File: src/rtl/count_ctrl_pkg.sv
// Shared types for the count-rate controller: FSM states, time-base
// rate encodings and the prescaler period lookup.
package count_ctrl_pkg;

    localparam int unsigned PCNT_W = 30;

    typedef logic [PCNT_W-1:0] pcnt_t;

    typedef enum logic [1:0] {
        IDLE  = 2'd0,
        RUN   = 2'd1,
        PAUSE = 2'd2,
        DONE  = 2'd3
    } state_e;

    typedef enum logic [1:0] {
        RATE_DIV1    = 2'd0,
        RATE_DIV10   = 2'd1,
        RATE_DIV100  = 2'd2,
        RATE_DIV1000 = 2'd3
    } rate_e;

    // Tick period in clk cycles; div_slow is an elaboration constant,
    // so each arm folds to a constant and this reduces to a 4:1 mux.
    function automatic pcnt_t rate_period(input int unsigned div_slow,
                                          input rate_e       rate);
        pcnt_t p;
        p = pcnt_t'(div_slow);
        unique case (rate)
            RATE_DIV1:    p = pcnt_t'(div_slow);
            RATE_DIV10:   p = pcnt_t'(div_slow / 10);
            RATE_DIV100:  p = pcnt_t'(div_slow / 100);
            RATE_DIV1000: p = pcnt_t'(div_slow / 1000);
        endcase
        return p;
    endfunction

endpackage

File: src/rtl/count_rate_ctrl_tick_gen.sv
// tick_gen: prescaler producing a one-cycle tick_en every `period` enabled
// cycles. Ports: clk, reset (sync, high), en (count), restart (pcnt=0),
// period (cycles per tick), tick_en (registered-count compare).
module tick_gen
    import count_ctrl_pkg::*;
(
    input  logic  clk,
    input  logic  reset,
    input  logic  en,
    input  logic  restart,
    input  pcnt_t period,
    output logic  tick_en
);

    pcnt_t pcnt_q;
    pcnt_t pcnt_d;

    always_comb begin
        tick_en = en && (pcnt_q == period - pcnt_t'(1));
        pcnt_d  = pcnt_q;
        // restart wins so a rate change or run entry never lets pcnt
        // exceed the new period.
        if (restart) begin
            pcnt_d = '0;
        end else if (en) begin
            pcnt_d = tick_en ? '0 : pcnt_q + pcnt_t'(1);
        end
    end

    always_ff @(posedge clk) begin
        if (reset) begin
            pcnt_q <= '0;
        end else begin
            pcnt_q <= pcnt_d;
        end
    end

endmodule

File: src/rtl/count_rate_ctrl.sv
// count_rate_ctrl: start/pause/clear FSM driving an up-counter from a
// decade-selectable tick. Inputs: clk, reset (sync, high), start, pause
// (level, edge-detected), clr (sync clear), rate_sel (period =
// DIV_SLOW/10^rate_sel). Outputs (registered): count, tick, busy, done,
// state. Optional COUNT_LOAD_EN adds load/load_val (load in IDLE/PAUSE).
module count_rate_ctrl
    import count_ctrl_pkg::*;
#(
    parameter int unsigned DIV_SLOW = 50000000,
    parameter int unsigned CNT_W    = 8,
    parameter int unsigned MAX_CNT  = 255,
    parameter int unsigned WRAP     = 0
) (
    input  logic             clk,
    input  logic             reset,
    input  logic             start,
    input  logic             pause,
    input  logic             clr,
    input  logic [1:0]       rate_sel,
`ifdef COUNT_LOAD_EN
    input  logic             load,
    input  logic [CNT_W-1:0] load_val,
`endif
    output logic [CNT_W-1:0] count,
    output logic             tick,
    output logic             busy,
    output logic             done,
    output logic [1:0]       state
);

    localparam logic [CNT_W-1:0] MAX_C = CNT_W'(MAX_CNT);
    localparam logic [CNT_W-1:0] ONE   = CNT_W'(1);

    state_e           state_q, state_d;
    logic [CNT_W-1:0] count_q, count_d;
    logic             tick_q, tick_d;
    logic             busy_q, busy_d;
    logic             done_q, done_d;
    logic             start_prev_q, start_prev_d;
    logic             pause_prev_q, pause_prev_d;
    logic             start_rise_q, start_rise_d;
    logic             pause_rise_q, pause_rise_d;
    rate_e            rate_q, rate_d;

    logic             restart;
    logic             tick_en;
    pcnt_t            period;

`ifdef COUNT_LOAD_EN
    logic [CNT_W-1:0] load_lim;
    assign load_lim = (load_val > MAX_C) ? MAX_C : load_val;
`endif

    assign period = rate_period(DIV_SLOW, rate_q);

    tick_gen u_tick_gen (
        .clk     (clk),
        .reset   (reset),
        .en      (state_q == RUN),
        .restart (restart),
        .period  (period),
        .tick_en (tick_en)
    );

    always_comb begin
        start_prev_d = start;
        pause_prev_d = pause;
        start_rise_d = start & ~start_prev_q;
        pause_rise_d = pause & ~pause_prev_q;
        rate_d       = rate_e'(rate_sel);
        state_d      = state_q;
        count_d      = count_q;
        tick_d       = 1'b0;
        // A new rate restarts the prescaler on the following cycle.
        restart      = (rate_d != rate_q);

        if (clr) begin
            state_d = IDLE;
            count_d = '0;
            restart = 1'b1;
        end else begin
            unique case (state_q)
                IDLE: begin
`ifdef COUNT_LOAD_EN
                    if (load) begin
                        count_d = load_lim;
                    end else
`endif
                    if (start_rise_q) begin
                        state_d = RUN;
                        restart = 1'b1;
                    end
                end
                RUN: begin
                    if (tick_en) begin
                        if (count_q != MAX_C) begin
                            count_d = count_q + ONE;
                            tick_d  = 1'b1;
                        end else if (WRAP != 0) begin
                            count_d = '0;
                            tick_d  = 1'b1;
                        end else begin
                            state_d = DONE;
                        end
                    end
                    // Terminal DONE outranks a coincident pause.
                    if (pause_rise_q && state_d == RUN) begin
                        state_d = PAUSE;
                    end
                end
                PAUSE: begin
`ifdef COUNT_LOAD_EN
                    if (load) begin
                        count_d = load_lim;
                    end else
`endif
                    if (start_rise_q || pause_rise_q) begin
                        state_d = RUN;
                    end
                end
                DONE: begin
                    if (start_rise_q) begin
                        state_d = RUN;
                        count_d = '0;
                        restart = 1'b1;
                    end
                end
            endcase
        end

        busy_d = (state_d == RUN);
        done_d = (state_d == DONE);
    end

    always_ff @(posedge clk) begin
        if (reset) begin
            state_q      <= IDLE;
            count_q      <= '0;
            tick_q       <= 1'b0;
            busy_q       <= 1'b0;
            done_q       <= 1'b0;
            start_prev_q <= 1'b0;
            pause_prev_q <= 1'b0;
            start_rise_q <= 1'b0;
            pause_rise_q <= 1'b0;
            rate_q       <= RATE_DIV1;
        end else begin
            state_q      <= state_d;
            count_q      <= count_d;
            tick_q       <= tick_d;
            busy_q       <= busy_d;
            done_q       <= done_d;
            start_prev_q <= start_prev_d;
            pause_prev_q <= pause_prev_d;
            start_rise_q <= start_rise_d;
            pause_rise_q <= pause_rise_d;
            rate_q       <= rate_d;
        end
    end

    assign count = count_q;
    assign tick  = tick_q;
    assign busy  = busy_q;
    assign done  = done_q;
    assign state = state_q;

endmodule

File: config.mk
export PLATFORM = sky130hd
export DESIGN_NAME = count_rate_ctrl
export DESIGN_NICKNAME = d
export VERILOG_FILES = /design/src/rtl/count_ctrl_pkg.sv /design/src/rtl/count_rate_ctrl_tick_gen.sv /design/src/rtl/count_rate_ctrl.sv
export SDC_FILE = /design/constraint.sdc
export NUM_CORES = 1
export LEC_CHECK = 0
export CAP_MARGIN = 30
export CORE_MARGIN = 1
export CORE_UTILIZATION = 44
export CTS_BUF_LIST = sky130_fd_sc_hd__clkbuf_4
export DETAILED_ROUTE_END_ITERATION = 8
export PLACE_DENSITY = 0.63
export SYNTH_ARGS = -nofsm -noshare
export SYNTH_HDL_FRONTEND = slang
export SYNTH_SLANG_ARGS = --single-unit
File: constraint.sdc
create_clock -name clk -period 6.9 [get_ports clk]
set_clock_uncertainty 0.1 [all_clocks]
set_input_delay 1.035 -clock clk [delete_from_list [all_inputs] [get_ports clk]]
set_output_delay 1.035 -clock clk [all_outputs]
set_load 0.005 [all_outputs]
### Word level (Yosys, flattened, before mapping)

Cells that the tools add are included.
W data, S select, Z words.

| cells by class | value |
|---|---|
| muxes and demuxes | 19 |
| bitwise logic cells | 6 |
| equal/unequal tests | 15 |
| add/subtract/negate cells | 3 |
| reduce and logical (&&, ||, !) cells | 11 |

Operator list:

| operator | number |
|---|---|
| $pmux W30 S4 | 1 |
| $add A30 B1 Y30 const B | 1 |
| $eq A30 B30 Y1 | 1 |
| $mux W30 | 1 |
| $sub A30 B1 Y30 const B | 1 |
| $mux W8 | 3 |
| $mux W2 | 8 |
| $pmux W8 S2 | 1 |
| $eq A2 B2 Y1 const B | 5 |
| $add A8 B1 Y8 const B | 1 |
| $eq A2 B1 Y1 const B | 4 |
| $ne A8 B8 Y1 const B | 1 |
| $ne A2 B2 Y1 const B | 3 |
| $pmux W2 S3 | 1 |
| $reduce_or A2 Y1 | 3 |
| $logic_not A2 Y1 | 2 |
| $mux W1 | 4 |
| $not A1 Y1 | 4 |
| $reduce_and A4 Y1 | 1 |
| $reduce_or A4 Y1 | 1 |
| $and A1 B1 Y1 | 2 |
| $logic_and A1 B1 Y1 | 2 |
| $ne A2 B2 Y1 | 1 |
| $reduce_bool A2 Y1 | 1 |
| $logic_or A1 B1 Y1 | 1 |

| storage, ports and cells | value |
|---|---|
| register bits after elaboration | 49 |
| bits of input ports | 7 |

### Longest topological paths before layout

Gate-level depths: netlist (run 1).

| logic depth | value |
|---|---|
| depth in word-level cells | 14 |
| gate-level depth with buffers | 10 |
| gate-level depth less buffers | 8 |

### Modules after synthesis

From an unflattened synthesis (run 1), not the netlist that was laid out.

| second synthesis, totals | value |
|---|---|
| cell total of the unflattened synthesis | 420 |
| area, all modules | 3398.3 um2 |

By module, submodules not included:

| module | cells an instance | area each (um2) | times used |
|---|---|---|---|
| tick_gen | 315 | 2453.6 | 1 |
| count_rate_ctrl | 105 | 944.7 | 1 |

### Worst setup path before layout (run 1)

Ideal clock, no wire load.

| timing | value |
|---|---|
| path type | reg-to-reg |
| from | register rate_q[1] |
| to | register u_tick_gen.pcnt_q[19] |
| data arrival time | 2.388 ns |
| path buffers | 2 |
| library setup time | 0.117 ns |
| slack | 4.295 ns |
| period minus slack after synthesis | 2.605 ns |
| stages on the path, launching flop included | 11 |
| cells stage by stage | dfxtp_1 > inv_1 > ha_1 > or3_1 > a211o_1 > a221oi_4 > nand2_2 > o21bai_1 > buf_2 > buf_2 > nor2_1 |

| between the ends | value |
|---|---|
| cells in the longest elaborated chain, start to end | 6 |
| elaborated cells between the ends (all ways) | 14 |

Ends and longest elaborated chain:

| element | RTL line | RTL |
|---|---|---|
| from (decl) | count_rate_ctrl.sv:43 | `rate_e rate_q, rate_d;` |
| from (signal assigned) | count_rate_ctrl.sv:157 | `rate_q <= rate_d;` |
| $eq A2 B2 Y1, or another cell as far along | count_ctrl_pkg.sv:29 | `unique case (rate)` |
| $pmux W30 S4 | count_ctrl_pkg.sv:29 |  |
| $sub A30 B1 Y30 | count_rate_ctrl_tick_gen.sv:19 | `tick_en = en && (pcnt_q == period - pcnt_t'(1));` |
| $eq A30 B30 Y1 | count_rate_ctrl_tick_gen.sv:19 |  |
| $logic_and A1 B1 Y1 | count_rate_ctrl_tick_gen.sv:19 |  |
| $mux W30 | count_rate_ctrl_tick_gen.sv:26 | `pcnt_d = tick_en ? '0 : pcnt_q + pcnt_t'(1);` |
| to (signal assigned) | count_rate_ctrl_tick_gen.sv:34 | `pcnt_q <= pcnt_d;` |
| to (decl) | count_rate_ctrl_tick_gen.sv:15 | `pcnt_t pcnt_q;` |

Several ways; a longest one is shown, not always the timed one. The select of a mux whose other input is x is not followed.
A chain may end at the register's enable or synchronous reset.

### Worst setup path after layout (run 1)

| timing | value |
|---|---|
| from | register rate_q[1] |
| to | register u_tick_gen.pcnt_q[12] |

The elaborated chain is that of the path after synthesis.

==> results.ini, run 1 <==
[clocking]
cts_root_buf = clkbuf_4
ctsHoldBuffers = 0
clkSinkCount = 49
htreeDepth = 2
ctsLongestPathBuffers = 2
cts-buffers-inserted = 5
post_cts.repair.setup_buffers = 0
clk_pin_slew_worst_paths_ns = 0.13
cts_resized = 0
clock_latency_ns = 0.36
cts_tree = built

[critical_path]
cp-start-kind = flip-flop
worstPathArrival_ns = 3.16
worst-setup-path-type = reg -> reg
cp.required_ns = 7.06
worst-path-max-fanout = 18
end_kind = flip-flop

[power]
p_per_area_mw_per_mm2 = 153
peakVddDrop_mv = 0.0752
p_leak_nw = 0.995

[floorplan]
initial_utilization_pct = 46.7
ioPinCount = 20
die_x_um = 79.1
die_h_um = 79.1
coreArea_sq_mm = 0.00561
rows = 27
die_area_sq_mm = 0.00626

[yosys]
synth_warnings = 0
synth_top_area_share_pct = 37.5
synthesis.area_sq_mm = 0.00262
synth.lib_cells_used.distinct = 50
syn_inst = 308
ys_seq_area_share_pct = 37.5
synth_top_area_cell = dfxtp_1
ys_ff_latch = 49
yosys-top-cells-area = dfxtp_1, xor2_1, nor2_1
synth_ff_type = dfxtp_1
syn_avg_cell_area_sq_um = 8.50
async_flop_share_pct = 0
synth_edf_count = 0
synth_nets = 327

[route]
vias_per_cell = 5.60
ant_nets = 0
wl_um = 5820
firstDrtPassIters = 4
num_vias = 2255
drt_iter0_drc = 150
drc = 0
wire_per_inst_um = 14.4

[sta]
hold_viol = 0
final.min_clock_period_ns = 3.00
setup_viol = 0
clock.fmax_mhz = 334
finalSetupTns_ns = 0
worst_pin_slew_ns = 0.883
period_share_pct = 43.4
rsz0062_at_grt = false
relSlewSlack_pct = 41.0
holdWs_ns = 0.292
slew_viol_final = 0

[layout]
finalNetCount = 349
antennaDiodeCount = 0
area_growth_pct = 12.5
drive_above_1_share_pct = 3.93
fill_cells = 580

[placed_design]
numPortBuffers = 19
gp_congestion = 0.870
dp_hpwl_um = 4410

[global_route]
grt_pass1_wl_um = 9740
antenna_found_initial = 0
grt_use_total_pct = 19.9
grt-ovfl-total = 0
grt_max_degree = 19
grt_pass1_vias = 2048

[status]
outcome = finished, final reports clean

[min_path]
worstHoldPathType = reg -> reg

[job]
cap_viol_max_count = 0

==> kinds of logic after synthesis <==
| group | count (synthesis) | share of synthesized area [%] |
|---|---|---|
| xor+xnor | 38 | 12.7 |
| mux | 1 | 0.382 |
| fa+ha+maj | 12 | 5.73 |
| simple gates | 151 | 29.8 |
| buf+inv | 14 | 2.10 |
| flops | 49 | 37.5 |
| compound gates | 43 | 11.8 |
==> routing by layer <==
metal	GRT usage, %	vias up	share of wire [%]
met1	27.8	1064	51
met2	29.6	43	43
met3	5.52	6	5.0
met5	0	-	0
met4	5.45	0	1.1
li1	-	1142	-
==> report_power, final <==
part           switching, mW  internal (mW)
combinational         0.0207         0.0155
clock                 0.0881         0.0371
sequential           0.00315          0.286
==> worst max-delay path, cell delays in order (launching register included) <==
cell and delay, ns:
dfxtp_1 0.48, inv_1 0.14, ha_1 0.25, or3_1 0.32
a211o_1 0.35, a221oi_4 0.29, nand2_2 0.16, o21bai_2 0.49
buf_8 0.23, nor2_1 0.07
==> worst paths after layout <==
kind	end	startpoint	slack, ns	cells past startpoint
worst min register to register	start_rise_q$_SDFF_PP0_	start_prev_q$_SDFF_PP0_	0.29	1
worst max register to register	u_tick_gen.pcnt_q[12]$_SDFFE_PP0P_	rate_q[1]$_SDFF_PP0_	3.90	9
worst max-delay path	u_tick_gen.pcnt_q[12]$_SDFFE_PP0P_	rate_q[1]$_SDFF_PP0_	3.90	9
worst min-delay path	start_rise_q$_SDFF_PP0_	start_prev_q$_SDFF_PP0_	0.29	1
==> placed cells by master (no fill, tap or decap), types with 7 or more instances in the layout <==
cell and n:
a21oi_1 10, and3_1 7, clkdlybuf4s50_1 19, dfxtp_1 49
ha_1 12, inv_1 8, nand2_1 27, nand3_1 18
nand4_1 13, nor2_1 43, nor2b_1 7, xnor2_1 13
xor2_1 25
==> cells in the mapped netlist, types with 6 or more instances <==
master,number
nand3_1,18
and3_1,7
xnor2_1,13
dfxtp_1,49
o21ai_0,6
inv_1,8
xor2_1,25
a21oi_1,10
nor2b_1,7
nor2_1,43
nand4_1,13
nand2_1,27
ha_1,12
==> final cells by class <==
cell class              count  area [sq um]  area share (%)
inverters                   9          33.8            1.15
clock buffers               5          37.5            1.27
multi-input cells         245          1590            53.8
flip-flops and latches     49           981            33.3
well taps                  72          90.1            3.06
repair buffers             20           205            6.96
clock inverters             3          12.5           0.425
==> through the flow <==
stage / instance area [sq um] / utilization, % / total power [mW] / worst slack (ns) / cells
6_report: 2950 / 52.5 / 0.450 / 3.90 / 403
5_1_grt: 2950 / 52.5 / 0.472 / 3.69 / 403
4_1_cts: 2950 / 52.5 / 0.456 / 3.87 / 403
3_5_place_dp: 2900 / 51.7 / 0.331 / 3.83 / 395
3_3_place_gp: 2880 / 51.4 / 0.330 / 3.62 / 394
2_1_floorplan: 2620 / - / 0.318 / 4.30 / 308
==> flip-flops by register name, indices dropped and copies added, names as in the netlist, 2 cells and up <==
register           count
u_tick_gen.pcnt_q     30
state                  2
count                  8
rate_q                 2
Note: power is estimated with default switching activity, not from simulation.
==> run 2, diff against run 1 <==
Clock period 6.9 ns to 2.9 ns, I/O delays scaled along.
==> run 2 against run 1 <==
Register-to-register slack lost 3.7 ns; hold slack improved by 0.0057 ns; non-clock buffer count rose by 7; global-route usage increased by 0.88 points; sequential power rose by 140%; total power grew to 2.6 times the previous value; sequential share of layout area fell by 0.95 points; combinational power increased to 2.5 times the previous value; first-iteration DRC count rose by 21%; utilization rose by 1.7 points; sequential cell count is the same; critical path type unchanged; critical endpoint is now count[2]$_SDFFE_PP0P_; largest power group unchanged.
==> results.ini, run 2 (synthesized netlist as in run 1, its figures left out) <==
[global_route]
antenna_found_initial = 0  ; unchanged
grt_max_degree = 30  ; was 19
grt_pass1_wl_um = 10200  ; was 9740 um
grt_use_total_pct = 20.7  ; was 19.9%
grt_pass1_vias = 2172  ; was 2048
grt-ovfl-total = 0  ; unchanged

[power]
p_per_area_mw_per_mm2 = 392  ; was 153 mW/mm^2
p_leak_nw = 1.05  ; was 0.995 nW
peakVddDrop_mv = 0.240  ; was 0.0752 mV

[sta]
relSlewSlack_pct = 65.1  ; was 41.0%
hold_viol = 0  ; unchanged
slew_viol_final = 0  ; unchanged
clock.fmax_mhz = 371  ; was 334 MHz
setup_viol = 0  ; unchanged
period_share_pct = 92.9  ; was 43.4%
final.min_clock_period_ns = 2.69  ; was 3.00 ns
worst_pin_slew_ns = 0.516  ; was 0.883 ns
finalSetupTns_ns = 0  ; unchanged
rsz0062_at_grt = false  ; unchanged

[layout]
multi_input_area_sq_mm = 0.00159  ; unchanged
largest_reg_flops = 30  ; unchanged
area_growth_pct = 16.1  ; was 12.5%
finalNetCount = 356  ; was 349
regArea_sq_um = 983  ; was 981 sq um
top_register = u_tick_gen.pcnt_q  ; unchanged
final_cell_mix = dfxtp_1, nor2_1, nand2_1  ; unchanged
antennaDiodeCount = 0  ; unchanged
finish.cell_count_without_fillers = 410  ; was 403
post-route-util_pct = 54.2  ; was 52.5%
fill_cells = 568  ; was 580
drive_above_1_share_pct = 7.10  ; was 3.93%
final_common_cell = dfxtp_1  ; unchanged

[clocking]
ctsHoldBuffers = 0  ; unchanged
clock_latency_ns = 0.37  ; was 0.36 ns
clk_pin_slew_worst_paths_ns = 0.15  ; was 0.13 ns
cts_tree = built  ; unchanged
cts-buffers-inserted = 5  ; unchanged
clkSinkCount = 49  ; unchanged
htreeDepth = 2  ; unchanged
cts_root_buf = clkbuf_4  ; unchanged
ctsLongestPathBuffers = 2  ; unchanged

[floorplan]
die_h_um = 79.1  ; unchanged
initial_utilization_pct = 46.7  ; unchanged
ioPinCount = 20  ; unchanged
die_x_um = 79.1  ; unchanged
rows = 27  ; unchanged
die_area_sq_mm = 0.00626  ; unchanged
coreArea_sq_mm = 0.00561  ; unchanged

[critical_path]
worstReg2RegStart = rate_q[1]$_SDFF_PP0_  ; unchanged
cp-start-kind = flip-flop  ; unchanged
end_kind = flip-flop  ; unchanged
worst-setup-path-type = reg -> reg  ; unchanged
r2r_slack_ns = 0.21  ; was 3.90 ns
ff2ff_path_depth = 8  ; was 9
worst-path-max-fanout = 7  ; was 18
cp.required_ns = 3.12  ; was 7.06 ns
timing.rr.end = count[2]$_SDFFE_PP0P_  ; was u_tick_gen.pcnt_q[12]$_SDFFE_PP0P_
worstPathArrival_ns = 2.91  ; was 3.16 ns

[placed_design]
place_inst = 402  ; was 395
numPortBuffers = 19  ; unchanged
dp_hpwl_um = 4350  ; was 4410 um
gp_congestion = 0.920  ; was 0.870

[route]
firstDrtPassIters = 4  ; unchanged
wl_um = 5840  ; was 5820 um
drc = 0  ; unchanged
num_vias = 2282  ; was 2255
wire_per_inst_um = 14.2  ; was 14.4 um
ant_nets = 0  ; unchanged
drt_iter0_drc = 181  ; was 150
vias_per_cell = 5.57  ; was 5.60

[min_path]
holdPathEnd = start_rise_q$_SDFF_PP0_  ; unchanged
worstHoldPathType = reg -> reg  ; unchanged
min_from = start_prev_q$_SDFF_PP0_  ; unchanged
hold-path-cell-count = 1  ; unchanged

[status]
outcome = finished, final reports clean  ; unchanged

[job]
cap_viol_max_count = 0  ; unchanged

-- run 2: layer usage --
| layer | wire, um | vias up | global-route usage (%) |
|---|---|---|---|
| met4 | 119 | 0 | 8.91 |
| met3 | 273 | 10 | 4.60 |
| met5 | 0 | - | 0 |
| met1 | 3050 | 1062 | 29.9 |
| met2 | 2400 | 51 | 29.1 |
| li1 | - | 1159 | - |
-- run 2: how the worst max path moves through the flow --
stage | slack, ns | endpoint | startpoint
global route | 0.04 | count[2]$_SDFFE_PP0P_ | rate_q[1]$_SDFF_PP0_
finish | 0.21 | count[2]$_SDFFE_PP0P_ | rate_q[1]$_SDFF_PP0_
CTS | 0.07 | count[2]$_SDFFE_PP0P_ | rate_q[1]$_SDFF_PP0_
detailed placement | 0.11 | count[2]$_SDFFE_PP0P_ | rate_q[1]$_SDFF_PP0_
global placement | 0.22 | count[2]$_SDFFE_PP0P_ | rate_q[1]$_SDFF_PP0_
floorplan | 0.30 | u_tick_gen.pcnt_q[19]$_SDFFE_PP0P_ | rate_q[1]$_SDFF_PP0_
-- run 2: where the power goes --
part	total, mW	switching (mW)	internal, mW
Combinational	0.0907	0.0497	0.0410
Clock	0.414	0.231	0.183
Sequential	0.687	0.00700	0.680
-- run 2: area by class of cell --
cell class                 count  area share [%]
clock buffer                   5            1.23
multi-input combinational    245            52.2
tap                           72            2.96
inverter                       9            1.11
timing repair buffer          27            8.64
clock inverter                 3            1.52
sequential                    49            32.3
-- run 2: critical path, cell delays in order, from the launching register on --
cell,delay [ns]
dfxtp_2,0.42
inv_1,0.11
ha_1,0.22
or3_1,0.32
a211o_1,0.34
a221oi_4,0.30
nand2_2,0.17
or4_1,0.50
a31oi_1,0.16
-- run 2: metrics by stage --
| stage | cell area, sq um | setup WS [ns] | hold WS [ns] | power, mW |
|---|---|---|---|---|
| 2_1_floorplan | 2620 | 0.295 | 0.267 | 0.757 |
| 3_3_place_gp | 2950 | 0.217 | 0.270 | 0.791 |
| 3_5_place_dp | 2950 | 0.113 | 0.282 | 0.792 |
| 4_1_cts | 3040 | 0.0746 | 0.302 | 1.21 |
| 5_1_grt | 3040 | 0.0369 | 0.324 | 1.25 |
| 6_report | 3040 | 0.207 | 0.298 | 1.19 |
-- run 2: what timing repair did --
item / 4_1_cts / 5_1_grt
buffers inserted: 0 / 0
endpoints found under the hold margin: 0 / 0
endpoints found under the setup margin: 0 / 3
resized for setup: 0 / 2
==> run 3, diff against run 2 <==
Settings changed: CORE_UTILIZATION 44 to 45, PLACE_DENSITY 0.63 to 0.67.
Clock period 2.9 ns to 2.2 ns, I/O delays scaled along.
==> run 3 against run 2 <==
The flow now finishes with violations (negative setup slack); routed wire length grew 14%; setup slack worse by 0.43 ns; non-clock buffer count up 35; largest cell class unchanged; highest routed layer unchanged.
==> results.ini, run 3 (synthesized netlist as in run 1, its figures left out) <==
[global_route]
antenna_found_initial = 0  ; unchanged
grt_pass1_wl_um = 10800  ; was 10200 um
grt-ovfl-total = 0  ; unchanged
grt_max_degree = 30  ; unchanged
grt_pass1_vias = 2367  ; was 2172
grt_use_total_pct = 22.5  ; was 20.7%

[layout]
final_cell_mix = dfxtp_1, nor2_1, buf_4  ; was dfxtp_1, nor2_1, nand2_1
largest_reg_flops = 30  ; unchanged
top_register = u_tick_gen.pcnt_q  ; unchanged
antennaDiodeCount = 0  ; unchanged
finalNetCount = 391  ; was 356
area_growth_pct = 32.7  ; was 16.1%
final_common_cell = dfxtp_1  ; unchanged
drive_above_1_share_pct = 23.6  ; was 7.10%

[power]
finalPower_mw = 1.51  ; was 1.19 mW
seqPwrFrac_pct = 60.0  ; was 57.7%
peakVddDrop_mv = 0.352  ; was 0.240 mV
swShare_pct = 26.9  ; was 24.1%
p_per_area_mw_per_mm2 = 434  ; was 392 mW/mm^2
p_switching_mw = 0.406  ; was 0.287 mW
p_leak_nw = 1.24  ; was 1.05 nW
internal-power_mw = 1.10  ; was 0.904 mW
p_comb_share_pct = 11.5  ; was 7.6%
clkPwrFrac_pct = 28.6  ; was 34.7%

[sta]
hold_viol = 0  ; unchanged
setup_viol = 38  ; was 0
finalWorstSetupSlack_ns = -0.220  ; was 0.207 ns
clock.fmax_mhz = 413  ; was 371 MHz
rsz0062_at_grt = true  ; was false
holdWs_ns = 0.296  ; was 0.298 ns
period_share_pct = 110  ; was 92.9%
final.min_clock_period_ns = 2.42  ; was 2.69 ns
worst_pin_slew_ns = 0.431  ; was 0.516 ns
slew_viol_final = 0  ; unchanged
relSlewSlack_pct = 71.2  ; was 65.1%

[clocking]
htreeDepth = 2  ; unchanged
clkSinkCount = 49  ; unchanged
clk_pin_slew_worst_paths_ns = 0.15  ; about the same
clock_latency_ns = 0.38  ; was 0.37 ns
cts_root_buf = clkbuf_4  ; unchanged
ctsLongestPathBuffers = 2  ; unchanged
cts-buffers-inserted = 5  ; unchanged
cts_tree = built  ; unchanged

[route]
vias_per_cell = 5.46  ; was 5.57
drt_iter0_drc = 119  ; was 181
num_vias = 2430  ; was 2282
ant_nets = 0  ; unchanged
wl_um = 6650  ; was 5840 um
drc = 0  ; unchanged
firstDrtPassIters = 6  ; was 4
wire_per_inst_um = 14.9  ; was 14.2 um

[floorplan]
initial_utilization_pct = 47.0  ; was 46.7%
rows = 27  ; unchanged
die_h_um = 78.3  ; was 79.1 um
coreArea_sq_mm = 0.00557  ; was 0.00561 sq mm
ioPinCount = 20  ; unchanged
die_x_um = 78.3  ; was 79.1 um
die_area_sq_mm = 0.00613  ; was 0.00626 sq mm

[critical_path]
worst-setup-path-type = reg -> reg  ; unchanged
cpLargestDelayFamily = compound AO/OA/AOI/OAI gates  ; was simple AND/OR/NAND/NOR gates
slowest_delay_ns = 0.40  ; was 0.50 ns
cp-start-kind = flip-flop  ; unchanged
cp.required_ns = 2.39  ; was 3.12 ns
crit_buf_inv = 2  ; was 1
cpMaxStageDelayCell = dfxtp_4  ; was or4_1
worstPathArrival_ns = 2.61  ; was 2.91 ns
path_cells = ha_2 -> or3_1 -> a211o_1 -> a221oi_4 -> nand2_2 -> buf_4 -> o21bai_4 -> clkbuf_16 -> nor2_1  ; was inv_1 -> ha_1 -> or3_1 -> a211o_1 -> a221oi_4 -> nand2_2 -> or4_1 -> a31oi_1
worst-path-max-fanout = 14  ; was 7
end_kind = flip-flop  ; unchanged

[min_path]
worstHoldPathType = reg -> reg  ; unchanged

[placed_design]
numPortBuffers = 19  ; unchanged
gp_congestion = 0.883  ; was 0.920
dp_hpwl_um = 4770  ; was 4350 um

[job]
cap_viol_max_count = 0  ; unchanged

[status]
violations = negative setup slack
outcome = finished, violations left  ; was finished, final reports clean

[run 3: timing repair]
action,CTS,global route
hold endpoints to repair,0,0
pin swaps,14,5
setup buffers,3,1
gates cloned,0,1
hold buffers,0,0
resized for setup,16,15
endpoints found under the setup margin,42,43
[run 3: layout make-up]
class                   instances  area (sq um)
repair buffers                 62           543
flip-flops and latches         49           988
clock inverters                 3          17.5
well taps                      72          90.1
inverters                       9          45.0
fillers                       493          2100
multi-input cells             245          1750
clock buffers                   5          37.5
[run 3: worst paths after layout]
check                                from                                 end  slack (ns)  cells past startpoint
setup / recovery     rate_q[0]$_SDFF_PP0_  u_tick_gen.pcnt_q[13]$_SDFFE_PP0P_       -0.22                      9
hold / removal    pause_prev_q$_SDFF_PP0_             pause_rise_q$_SDFF_PP0_        0.30                      1
setup reg to reg     rate_q[0]$_SDFF_PP0_  u_tick_gen.pcnt_q[13]$_SDFFE_PP0P_       -0.22                      9
hold reg to reg   pause_prev_q$_SDFF_PP0_             pause_rise_q$_SDFF_PP0_        0.30                      1
[run 3: layer usage]
| layer | share of wire [%] | up-vias | wire, um | GRT usage, % |
|---|---|---|---|---|
| met3 | 3.4 | 9 | 225 | 3.37 |
| met4 | 1.4 | 0 | 95 | 7.59 |
| met1 | 46 | 1156 | 3090 | 27.9 |
| met2 | 49 | 45 | 3240 | 39.4 |
| li1 | - | 1220 | - | - |
| met5 | 0 | - | 0 | 0 |
[run 3: stage by stage]
step	std cells	setup slack (ns)	TNS, ns	area (sq um)	utilization (%)
3_5_place_dp	433	-0.265	-4.67	3220	57.8
4_1_cts	444	-0.224	-6.90	3390	60.7
3_3_place_gp	433	-0.228	-3.48	3220	57.8
5_1_grt	445	-0.327	-10.46	3480	62.4
2_1_floorplan	308	-0.200	-2.01	2670	-
6_report	445	-0.220	-6.87	3480	62.4
[run 3: power by group through the flow]
| stage | Combinational, mW | Clock (mW) | Sequential (mW) |
|---|---|---|---|
| floorplan | 0.0800 | 0 | 0.923 |
| global placement | 0.139 | 0 | 0.923 |
| detailed placement | 0.142 | 0 | 0.923 |
| CTS | 0.158 | 0.435 | 0.905 |
| global route | 0.187 | 0.467 | 0.907 |
| finish | 0.173 | 0.431 | 0.905 |
